### config.mk
export PLATFORM = sky130hd
export DESIGN_NAME = jpeg_ac_rle_encoder
export DESIGN_NICKNAME = d
export VERILOG_FILES = /design/src/rtl/jpeg_rle_pkg.sv /design/src/rtl/jpeg_coef_sizer.sv /design/src/rtl/jpeg_ac_rle_encoder.sv
export SDC_FILE = /design/constraint.sdc
export NUM_CORES = 1
export LEC_CHECK = 0
export BUFFER_PORTS_ARGS = -buffer_cell sky130_fd_sc_hd__buf_2
export CORE_AREA = 10 10 121 123
export CTS_BUF_LIST = sky130_fd_sc_hd__clkbuf_4 sky130_fd_sc_hd__clkbuf_8
export DETAILED_ROUTE_END_ITERATION = 6
export DIE_AREA = 0 0 131 133
export PLACE_DENSITY = 0.45
export SYNTH_ARGS = -nofsm -noshare
export SYNTH_HDL_FRONTEND = slang
export SYNTH_HIERARCHICAL = 1
export SYNTH_SLANG_ARGS = --single-unit
export TNS_END_PERCENT = 1
### constraint.sdc
create_clock -name clk -period 6.12 [get_ports clk]
set_clock_uncertainty 0.05 [all_clocks]
set_input_delay 1.53 -clock clk [delete_from_list [all_inputs] [get_ports clk]]
set_output_delay 1.53 -clock clk [all_outputs]
set_load 0.02 [all_outputs]
### src/rtl/jpeg_rle_pkg.sv
// Shared types and constants for the JPEG AC run-length/category encoder.
package jpeg_rle_pkg;

    localparam int unsigned RUN_W  = 4;
    localparam int unsigned SIZE_W = 4;

    localparam logic [RUN_W-1:0] ZRL_RUN = 4'd15;

    typedef enum logic [0:0] {
        S_RUN = 1'b0,
        S_ZRL = 1'b1
    } rle_state_t;

    // Amplitude lives beside the struct because its width follows COEF_W.
    typedef struct packed {
        logic [RUN_W-1:0]  run;
        logic [SIZE_W-1:0] size;
        logic              is_dc;
        logic              zrl;
        logic              eob;
        logic              block_end;
    } rle_sym_t;

endpackage

### src/rtl/jpeg_coef_sizer.sv
// Combinational coefficient -> (magnitude category, JPEG amplitude bits, zero flag).
module jpeg_coef_sizer
    import jpeg_rle_pkg::*;
#(
    parameter int unsigned COEF_W = 12
) (
    input  logic [COEF_W-1:0] coef,
    output logic [SIZE_W-1:0] size,
    output logic [COEF_W-1:0] amp,
    output logic              is_zero
);

    localparam logic [COEF_W-1:0] MIN_VAL   = {1'b1, {(COEF_W-1){1'b0}}};
    localparam logic [COEF_W-1:0] CLAMP_VAL = {1'b1, {(COEF_W-2){1'b0}}, 1'b1};

    logic [COEF_W-1:0] coef_c;
    logic [COEF_W-1:0] mag;
    logic [COEF_W-1:0] mask;

    always_comb begin
        // The most negative code has no positive magnitude; treat it as one step less.
        coef_c = (coef == MIN_VAL) ? CLAMP_VAL : coef;
        mag    = coef_c[COEF_W-1] ? (~coef_c + COEF_W'(1)) : coef_c;

        size = '0;
        for (int i = 0; i < COEF_W; i++) begin
            if (mag[i]) begin
                size = SIZE_W'(i + 1);
            end
        end

        mask = '0;
        for (int i = 0; i < COEF_W; i++) begin
            if (i < int'(size)) begin
                mask[i] = 1'b1;
            end
        end

        amp     = coef_c[COEF_W-1] ? ((coef_c - COEF_W'(1)) & mask) : coef_c;
        is_zero = (coef == '0);
    end

endmodule

### src/rtl/jpeg_ac_rle_encoder.sv
// Turns a zigzag-ordered block of quantised coefficients into DC, AC, ZRL and EOB symbols.
module jpeg_ac_rle_encoder
    import jpeg_rle_pkg::*;
#(
    parameter int unsigned COEF_W    = 12,
    parameter int unsigned BLOCK_LEN = 64
) (
    input  logic              clk,
    input  logic              rst,
    input  logic              in_valid,
    output logic              in_ready,
    input  logic [COEF_W-1:0] in_coef,
    output logic              out_valid,
    input  logic              out_ready,
    output logic [RUN_W-1:0]  out_run,
    output logic [SIZE_W-1:0] out_size,
    output logic [COEF_W-1:0] out_amp,
    output logic              out_is_dc,
    output logic              out_zrl,
    output logic              out_eob,
    output logic              out_block_end
);

    localparam int unsigned IDX_W  = $clog2(BLOCK_LEN);
    localparam int unsigned ZRUN_W = IDX_W;

    localparam logic [IDX_W-1:0]  LAST_IDX = IDX_W'(BLOCK_LEN - 1);
    localparam logic [ZRUN_W-1:0] ZRL_LEN  = ZRUN_W'(16);

    rle_state_t         state_q, state_d;
    logic [IDX_W-1:0]   idx_q, idx_d;
    logic [ZRUN_W-1:0]  zrun_q, zrun_d;
    logic               valid_q, valid_d;
    rle_sym_t           sym_q, sym_d;
    logic [COEF_W-1:0]  amp_q, amp_d;
    logic [SIZE_W-1:0]  hold_size_q, hold_size_d;
    logic [COEF_W-1:0]  hold_amp_q, hold_amp_d;
    logic               hold_last_q, hold_last_d;

    logic [SIZE_W-1:0]  c_size;
    logic [COEF_W-1:0]  c_amp;
    logic               c_zero;
    logic               accept;
    logic               is_last;
    logic [ZRUN_W-1:0]  zrun_sub;

    jpeg_coef_sizer #(
        .COEF_W (COEF_W)
    ) u_sizer (
        .coef    (in_coef),
        .size    (c_size),
        .amp     (c_amp),
        .is_zero (c_zero)
    );

    assign in_ready = (state_q == S_RUN) & (~valid_q | out_ready) & ~rst;
    assign accept   = in_valid & in_ready;
    assign is_last  = (idx_q == LAST_IDX);
    assign zrun_sub = zrun_q - ZRL_LEN;

    always_comb begin
        state_d     = state_q;
        idx_d       = idx_q;
        zrun_d      = zrun_q;
        valid_d     = valid_q;
        sym_d       = sym_q;
        amp_d       = amp_q;
        hold_size_d = hold_size_q;
        hold_amp_d  = hold_amp_q;
        hold_last_d = hold_last_q;

        if (valid_q && out_ready) begin
            valid_d = 1'b0;
        end

        case (state_q)
            S_RUN: begin
                if (accept) begin
                    idx_d = is_last ? '0 : idx_q + IDX_W'(1);
                    if (idx_q == '0) begin
                        valid_d     = 1'b1;
                        sym_d       = '0;
                        sym_d.size  = c_size;
                        sym_d.is_dc = 1'b1;
                        amp_d       = c_amp;
                        zrun_d      = '0;
                    end else if (c_zero) begin
                        if (is_last) begin
                            // Trailing zeros collapse into EOB; the pending run is dropped.
                            valid_d         = 1'b1;
                            sym_d           = '0;
                            sym_d.eob       = 1'b1;
                            sym_d.block_end = 1'b1;
                            amp_d           = '0;
                            zrun_d          = '0;
                        end else begin
                            zrun_d = zrun_q + ZRUN_W'(1);
                        end
                    end else if (zrun_q < ZRL_LEN) begin
                        valid_d         = 1'b1;
                        sym_d           = '0;
                        sym_d.run       = zrun_q[RUN_W-1:0];
                        sym_d.size      = c_size;
                        sym_d.block_end = is_last;
                        amp_d           = c_amp;
                        zrun_d          = '0;
                    end else begin
                        // Park the AC symbol and drain ZRLs ahead of it.
                        hold_size_d = c_size;
                        hold_amp_d  = c_amp;
                        hold_last_d = is_last;
                        valid_d     = 1'b1;
                        sym_d       = '0;
                        sym_d.run   = ZRL_RUN;
                        sym_d.zrl   = 1'b1;
                        amp_d       = '0;
                        state_d     = S_ZRL;
                    end
                end
            end
            S_ZRL: begin
                if (valid_q && out_ready) begin
                    valid_d = 1'b1;
                    if (zrun_sub < ZRL_LEN) begin
                        sym_d           = '0;
                        sym_d.run       = zrun_sub[RUN_W-1:0];
                        sym_d.size      = hold_size_q;
                        sym_d.block_end = hold_last_q;
                        amp_d           = hold_amp_q;
                        zrun_d          = '0;
                        state_d         = S_RUN;
                    end else begin
                        zrun_d = zrun_sub;
                    end
                end
            end
            default: state_d = S_RUN;
        endcase
    end

    always_ff @(posedge clk) begin
        if (rst) begin
            state_q     <= S_RUN;
            idx_q       <= '0;
            zrun_q      <= '0;
            valid_q     <= 1'b0;
            sym_q       <= '0;
            amp_q       <= '0;
            hold_size_q <= '0;
            hold_amp_q  <= '0;
            hold_last_q <= 1'b0;
        end else begin
            state_q     <= state_d;
            idx_q       <= idx_d;
            zrun_q      <= zrun_d;
            valid_q     <= valid_d;
            sym_q       <= sym_d;
            amp_q       <= amp_d;
            hold_size_q <= hold_size_d;
            hold_amp_q  <= hold_amp_d;
            hold_last_q <= hold_last_d;
        end
    end

    assign out_valid     = valid_q;
    assign out_run       = sym_q.run;
    assign out_size      = sym_q.size;
    assign out_amp       = amp_q;
    assign out_is_dc     = sym_q.is_dc;
    assign out_zrl       = sym_q.zrl;
    assign out_eob       = sym_q.eob;
    assign out_block_end = sym_q.block_end;

endmodule
==> results of run 1 <==
-- area by class of cell --
class                   instances  area (µm²)  area share
multi-input cells             323        2210       0.564
flip-flops and latches         55        1100       0.280
repair buffers                 46         243      0.0618
well taps                     172         215      0.0548
clock buffers                   5        68.8      0.0175
inverters                      16        60.1      0.0153
clock inverters                 3        25.0     0.00637
-- worst register-to-register path, stage by stage, from the launching register on --
cell     delay, ns
dfxtp_1       0.31
buf_4         0.26
or2_4         0.34
or3_1         0.51
nor2_8        0.46
mux2i_1       0.24
nor2_1        0.05
-- sequential cells by signal, indices dropped and copies added, names as in the netlist, 4 cells and up --
register	cells
idx_q	6
zrun_q	6
hold_size_q	4
out_amp	12
out_size	4
out_run	4
hold_amp_q	12
-- routing by layer --
layer | wire length (µm) | global-route usage
met5 | 0 | 0
met4 | 109 | 0.0328
met1 | 4560 | 0.146
met3 | 428 | 0.0172
met2 | 4810 | 0.191
-- worst max-delay path by stage --
stage                         endpoint  slack, ns  cells past startpoint
2_1_floorplan  out_amp[2]$_SDFFE_PP0P_       1.58                     15
3_3_place_gp   out_amp[0]$_SDFFE_PP0P_       1.06                     14
3_5_place_dp   out_amp[0]$_SDFFE_PP0P_       0.98                     14
4_1_cts        out_amp[0]$_SDFFE_PP0P_       1.30                     14
5_1_grt        out_amp[4]$_SDFFE_PP0P_       1.05                     14
6_report       out_amp[0]$_SDFFE_PP0P_       1.26                     14
-- synth_stat cells, drive strengths merged, types with 8 or more instances --
cell	count
o21ai	20
nor3	19
nand3	13
a21oi	24
nor2b	8
clkbuf	10
inv	16
nor2	51
dfxtp	55
mux2i	34
nand2	29
buf	20
o2bb2ai	20
-- power by group --
group,switching [mW],total (mW),internal (mW),leakage [nW]
Combinational,0.0833,0.125,0.0417,0.914
Sequential,0.00519,0.370,0.365,0.445
Clock,0.131,0.213,0.0822,0.0443
Total,0.219,0.708,0.489,1.40
-- cell families after synthesis --
logic type,Yosys count
compound gates,114
xor+xnor,4
fa+ha+maj,6
buf+inv,46
flops,55
mux,34
other cells,1
simple gates,164
==> summary.txt, run 1 <==
Post-DP Area: 0.00383 mm²
initial DRC count: 207
Post-CTS Setup Bufs: 0
Final Hold Fails: 0
clock transition at the registers of the reported paths: 0.10 ns
final cell count without fillers: 620
share of synthesized area spent on multiplexers: 0.0949
die area: 0.0174 mm²
Slew Limit Fails: 0
CTS root buf: clkbuf_8
Yosys cell types: 78
CTS Buf Count: 5
fin util: 0.318
main flop type after synthesis: dfxtp_1
Mapped Cells: 424
cell area after layout: 0.00393 mm²
hold_buf cts: 0
largest family of logic cells by synthesized area: simple AND/OR/NAND/NOR gates
ANT cells: 0
Post-synth ARST share: 0
CP max-delay cell: or3b_1
setup TNS: 0 ns
clk_lat worst skew: 0.32 ns
Fin Hold WS: 0.406 ns
R2R depth: 6
chip width: 131 µm
# DRC: 0
H-tree Lvls: 2
LEAKAGE: 1.40 nW
number of synthesized flops with an enable pin: 0
Initial DRT Pass Iterations: 4
hold path depth: 2
total gr overflow: 0
CTS tree: yes
crit end category: register
clk buf depth: 2
post-route ant nets: 0
CP Max Fanout: 13
XOR/XNOR share of the synthesized area: 0.00977
RSZ-0062 raised after global routing: false
Die Span Y: 133 µm
largest net degree at the start of global routing: 38
Rows: 41
routed len/inst: 16.0 µm
global-route wire length before repair: 16500 µm
CP required: 6.32 ns
CP delay by family, top: compound AO/OA/AOI/OAI gates
commonest non-fill, non-tap cell in the layout: dfxtp_1
vias: 3223
syn_area_per_cell: 8.45 µm²
initial antenna violation count: 0
Reg2Reg Setup Slack: 3.75 ns
total power: 0.708 mW
worst setup margin: 1.26 ns
vias in the first global route: 3178
ranking of synthesized cells by area: dfxtp_1, mux2i_1, nor2_1, o2bb2ai_1, a21oi_1
Hold Path Class: register to register
share of cells above drive strength 1: 0.179
Reg2Reg Launch Point: state_q$_SDFF_PP0_
part of the Yosys area used for sequential elements: 0.307
core footprint: 0.0124 mm²
crit-path most repeated cell: o2bb2ai_1
number of fill cells in the layout: 1338
Final Setup Violations: 0
Synth Area in Compound Gates: 0.242
Yosys top cell area share: 0.307
DP Worst Slack: 0.981 ns
hold path endpoint: out_run[1]$_SDFFE_PP0P_
Min Clock Period, post-route: 4.86 ns
status: complete, no violations
CP cell instances: buf_2, nor4_1, buf_4, a31oi_1, ha_1, or3b_1, a2111oi_0, a211oi_1, o32ai_1, nand2_1, and4_1, o2bb2ai_1, mux2i_1, o2bb2ai_1
Reg2Reg Capture Point: hold_amp_q[1]$_SDFFE_PP0P_
DR vias/cell: 5.20
CTS resizes: 0
CP arrival: 5.07 ns
hpwl dp: 7180 µm
commonest non-fill, non-tap cells in the layout: dfxtp_1, nor2_1, buf_2
maxcap violations: 0
worst ir drop on vdd: 0.0828 mV
dpl cells: 612
CP Launch Type: input port
Slew HR: 0.448
flops & latches, synth: 55
post-synthesis net count: 446
YS warnings: 6
Least-Margin Pin Slew: 0.826 ns
CP Launch Point: in_coef[8]
max frequency: 206 MHz
slowest cell delay on critical path: 0.51 ns
HP Start: out_run[1]$_SDFFE_PP0P_
Synth area leader: dfxtp_1
global placer's final weighted congestion: 0.826
fin nets: 469
final worst-path cycle share: 0.794
worst path bufs/invs: 2
Initial Util: 0.290
CTS sink count: 55
Area Overhead vs Synth: 9.53%
IO buf count: 41
critical path class: input port to register
area share of fa/ha/maj cells after synthesis: 0.0209
PD cells: 180 mW/mm²
WL final: 9900 µm
Post-Syn Area: 0.00358 mm²
I/O pin count: 42
GRT Total Usage: 0.114
simple-gate area share of the yosys netlist: 0.247
Power figures use the tool's default switching activity.
==> run 2: changes to the inputs <==
PLACE_DENSITY = 0.46   (was 0.45)
clock period = 4.4 ns   (was 6.12 ns; I/O delays follow)
==> run 2 against run 1 <==
  * Clock power grew 44%
  * Total power grew 42%
  * Count of clock-buffer cells in the layout is the same
  * Largest cell class unchanged
==> summary.txt, run 2 (synthesis results as in run 1) <==
hpwl dp: 7350 µm
hold path endpoint: out_run[1]$_SDFFE_PP0P_
Reg2Reg Capture Point: hold_amp_q[10]$_SDFFE_PP0P_
CTS tree: yes
chip width: 131 µm
CP required: 4.61 ns
status: complete, no violations
die area: 0.0174 mm²
critical path class: input port to register
CP Max Fanout: 8
Slew HR: 0.649
WL final: 9980 µm
# DRC: 0
I/O pin count: 42
global-route wire length before repair: 16300 µm
global placer's final weighted congestion: 0.877
Least-Margin Pin Slew: 0.527 ns
initial antenna violation count: 0
CTS root buf: clkbuf_8
worst ir drop on vdd: 0.0844 mV
GRT Total Usage: 0.114
max frequency: 243 MHz
total gr overflow: 0
CP Launch Type: input port
clk_lat worst skew: 0.32 ns
CTS sink count: 55
Switch Pwr: 0.310 mW
slowest cell delay on critical path: 0.49 ns
Area Overhead vs Synth: 12.1%
vias in the first global route: 3158
CP cell instances: buf_2, nor4_1, buf_4, a31oi_1, ha_1, or3b_1, a2111oi_0, a211oi_1, o32ai_1, nor4_2, and2_1, nor3_1, mux2i_1, o2bb2ai_1
Final Hold Fails: 0
clk buf depth: 2
CP arrival: 4.32 ns
clock transition at the registers of the reported paths: 0.10 ns
Hold Path Class: register to register
share of cells above drive strength 1: 0.200
CP delay by family, top: compound AO/OA/AOI/OAI gates
clock network fraction of total power: 0.306
R2R depth: 6
setup TNS: 0 ns
Initial DRT Pass Iterations: 7
HP Start: out_run[1]$_SDFFE_PP0P_
Comb power frac: 0.181
post-route ant nets: 0
Die Span Y: 133 µm
Sw Ratio: 0.309
LEAKAGE: 1.47 nW
ANT cells: 0
maxcap violations: 0
hold_buf cts: 0
Min Clock Period, post-route: 4.11 ns
commonest non-fill, non-tap cell in the layout: dfxtp_1
vias: 3330
Reg2Reg Setup Slack: 2.04 ns
final cell count without fillers: 632
CTS Buf Count: 5
initial DRC count: 220
worst path bufs/invs: 2
Reg2Reg Launch Point: state_q$_SDFF_PP0_
DR vias/cell: 5.27
CP max-delay cell: a2111oi_0
sequential share of power: 0.513
PD cells: 249 mW/mm²
final worst-path cycle share: 0.934
fin nets: 481
core footprint: 0.0124 mm²
RSZ-0062 raised after global routing: false
dpl cells: 624
Final Setup Violations: 0
hold path depth: 2
Initial Util: 0.290
H-tree Lvls: 2
Cell Int Power: 0.692 mW
IO buf count: 41
Rows: 41
CTS resizes: 0
Slew Limit Fails: 0
commonest non-fill, non-tap cells in the layout: dfxtp_1, nor2_1, buf_2
largest net degree at the start of global routing: 37
crit end category: register
Post-CTS Setup Bufs: 0
routed len/inst: 15.8 µm
-- run 2: cell types whose count changed in the layout (fill, tap and decap cells not counted), sizes merged --
cell	change
buf	+12
clkinv	-2
clkinvlp	-1
inv	+3
-- run 2: metal layers --
metal	up-vias	track usage	part of all wire
met5	-	0	0
met4	0	0.0365	0.011
met3	6	0.0204	0.046
met2	87	0.189	0.48
met1	1607	0.143	0.46
li1	1630	-	-
-- run 2: through the flow --
step / cell area [µm²] / total power [mW] / utilization / hold WS, ns / setup slack, ns
final: 4020 / 1.00 / 0.325 / 0.404 / 0.291
after global routing: 4020 / 1.05 / 0.325 / 0.431 / 0.160
after CTS: 4020 / 1.02 / 0.325 / 0.410 / 0.423
after detailed placement: 3920 / 0.708 / 0.317 / 0.394 / 0.102
after global placement: 3920 / 0.709 / 0.317 / 0.387 / 0.148
after floorplan: 3580 / 0.657 / - / 0.398 / 0.292
-- run 2: cell type report --
type | count | area (µm²)
Fill cell | 1308 | 8340
Multi-Input combinational cell | 323 | 2210
Sequential cell | 55 | 1100
Timing Repair Buffer | 58 | 333
Tap cell | 172 | 215
Clock buffer | 5 | 68.8
Inverter | 16 | 60.1
Clock inverter | 3 | 28.8
-- run 2: how the worst max path moves through the flow --
stage	start	to	slack [ns]	cells after the start
floorplan	in_coef[2]	out_amp[2]$_SDFFE_PP0P_	0.29	15
global placement	in_coef[10]	out_amp[2]$_SDFFE_PP0P_	0.15	14
detailed placement	in_coef[10]	out_amp[2]$_SDFFE_PP0P_	0.10	14
CTS	in_coef[10]	out_amp[2]$_SDFFE_PP0P_	0.42	14
global route	in_coef[10]	out_amp[2]$_SDFFE_PP0P_	0.16	14
finish	in_coef[10]	out_amp[2]$_SDFFE_PP0P_	0.29	14
-- run 2: worst min-delay path: cells and delay by family (launching register included) --
family | cells | cell delay [ns]
compound gates | 1 | 0.05
flops | 1 | 0.32
simple gates | 1 | 0.05
-- run 2: power by group through the flow --
stage / registers (mW) / clock network, mW / logic [mW]
3_5_place_dp: 0.526 / 0 / 0.182
5_1_grt: 0.516 / 0.337 / 0.200
4_1_cts: 0.515 / 0.323 / 0.182
2_1_floorplan: 0.536 / 0 / 0.121
3_3_place_gp: 0.526 / 0 / 0.182
6_report: 0.515 / 0.307 / 0.181
==> run 3: changes to the inputs <==
PLACE_DENSITY = 0.58   (was 0.46)
==> run 3 against run 2 <==
  * Clock power fell by 5%
  * Sequential share of layout area up 0.29 points
  * Hold slack improved by 0.0067 ns
  * Routed wire length fell by 5.3%
  * Count of clock-buffer cells in the layout did not move
  * Largest cell class unchanged
  * Register-to-register slack about the same
  * Highest routed layer unchanged
  * Critical path type unchanged
  * Critical endpoint unchanged
==> summary.txt, run 3 (synthesis results as in run 1) <==
status: complete, no violations
die area: 0.0174 mm²
maxcap violations: 0
CP required: 4.60 ns
CP Launch Type: input port
Min Clock Period, post-route: 4.10 ns
clock transition at the registers of the reported paths: 0.11 ns
I/O pin count: 42
Slew HR: 0.647
Final Setup Violations: 0
CP delay by family, top: compound AO/OA/AOI/OAI gates
Slew Limit Fails: 0
CTS Buf Count: 5
clk_lat worst skew: 0.31 ns
WL final: 9460 µm
CP max-delay cell: or3b_1
worst path bufs/invs: 2
CTS sink count: 55
DP Worst Slack: 0.0377 ns
crit end category: register
Hold Path Class: register to register
Post-CTS Setup Bufs: 0
RSZ-0062 raised after global routing: false
worst setup margin: 0.299 ns
number of fill cells in the layout: 1328
hpwl dp: 7060 µm
clk buf depth: 2
critical path class: input port to register
# DRC: 0
setup TNS: 0 ns
chip width: 131 µm
global placer's final weighted congestion: 0.898
Least-Margin Pin Slew: 0.527 ns
GRT Total Usage: 0.110
total gr overflow: 0
Die Span Y: 133 µm
vias: 3226
LEAKAGE: 1.44 nW
initial DRC count: 192
Rows: 41
initial antenna violation count: 0
global-route wire length before repair: 16000 µm
core footprint: 0.0124 mm²
Initial Util: 0.290
routed len/inst: 15.1 µm
hold_buf cts: 0
CTS root buf: clkbuf_8
DR vias/cell: 5.15
post-route ant nets: 0
Area Overhead vs Synth: 11.0%
CP arrival: 4.30 ns
PD cells: 247 mW/mm²
IO buf count: 41
Final Hold Fails: 0
CP cell instances: buf_2, nor4_1, buf_4, a31oi_1, ha_1, or3b_1, a2111oi_0, a211oi_1, o32ai_1, nor4_2, and2_1, nor3_1, mux2i_1, o2bb2ai_1
H-tree Lvls: 2
commonest non-fill, non-tap cell in the layout: dfxtp_1
ANT cells: 0
CTS tree: yes
commonest non-fill, non-tap cells in the layout: dfxtp_1, nor2_1, buf_2
largest net degree at the start of global routing: 37
CP Max Fanout: 9
max frequency: 244 MHz
vias in the first global route: 3162
fin nets: 476
CTS resizes: 0
worst ir drop on vdd: 0.106 mV
final worst-path cycle share: 0.932
slowest cell delay on critical path: 0.47 ns
Initial DRT Pass Iterations: 4
share of cells above drive strength 1: 0.191
-- run 3: changes by cell type in the layout (fill, tap and decap cells not counted) --
| cell | previous run | this run |
|---|---|---|
| clkinvlp_4 | 0 | 2 |
| buf_4 | 17 | 12 |
| inv_6 | 2 | 1 |
| inv_8 | 1 | 0 |
-- run 3: final timing paths --
kind	from	endpoint	slack (ns)	cells after the start
hold reg to reg	out_is_dc$_SDFFE_PP0P_	out_is_dc$_SDFFE_PP0P_	0.41	2
setup reg to reg	state_q$_SDFF_PP0_	hold_amp_q[3]$_SDFFE_PP0P_	2.05	6
hold / removal	out_is_dc$_SDFFE_PP0P_	out_is_dc$_SDFFE_PP0P_	0.41	2
setup / recovery	in_coef[9]	out_amp[2]$_SDFFE_PP0P_	0.30	14
-- run 3: through the flow --
stage	instance area (µm²)	cells	power (mW)	hold WS, ns	utilization
finish	3980	627	0.982	0.411	0.322
detailed placement	3880	619	0.702	0.392	0.314
global placement	3880	619	0.700	0.389	0.314
CTS	3980	627	0.992	0.412	0.322
floorplan	3580	424	0.657	0.398	-
global route	3980	627	1.04	0.438	0.322
-- run 3: report_power, final --
group | internal [mW] | total, mW | switching [mW] | leakage [nW]
sequential | 0.508 | 0.515 | 0.00721 | 0.445
clock | 0.114 | 0.292 | 0.177 | 0.0408
combinational | 0.0613 | 0.176 | 0.114 | 0.949
total | 0.683 | 0.982 | 0.299 | 1.44
-- run 3: layout make-up --
cell class                 count  area (µm²)  share of cell area
clock buffer                   5        68.8              0.0173
clock inverter                 3        23.8             0.00598
inverter                      16        60.1              0.0151
multi-input combinational    323        2210               0.556
sequential                    55        1100               0.277
tap                          172         215              0.0541
timing repair buffer          53         295              0.0742
-- run 3: per-layer routing --
metal  global-route usage  part of all wire  vias to the layer above  routed length [µm]
met5                    0                 0                        -                   0
met4               0.0210            0.0065                        0                  61
met3               0.0232             0.051                        5                 484
met2                0.182              0.48                       76                4580
met1                0.144              0.46                     1521                4330
li1                     -                 -                     1624                   -
-- run 3: tightest hold or removal path, stage by stage, from the launching register on --
cell	delay (ns)
dfxtp_1	0.32
nand2_1	0.05
a21oi_1	0.05
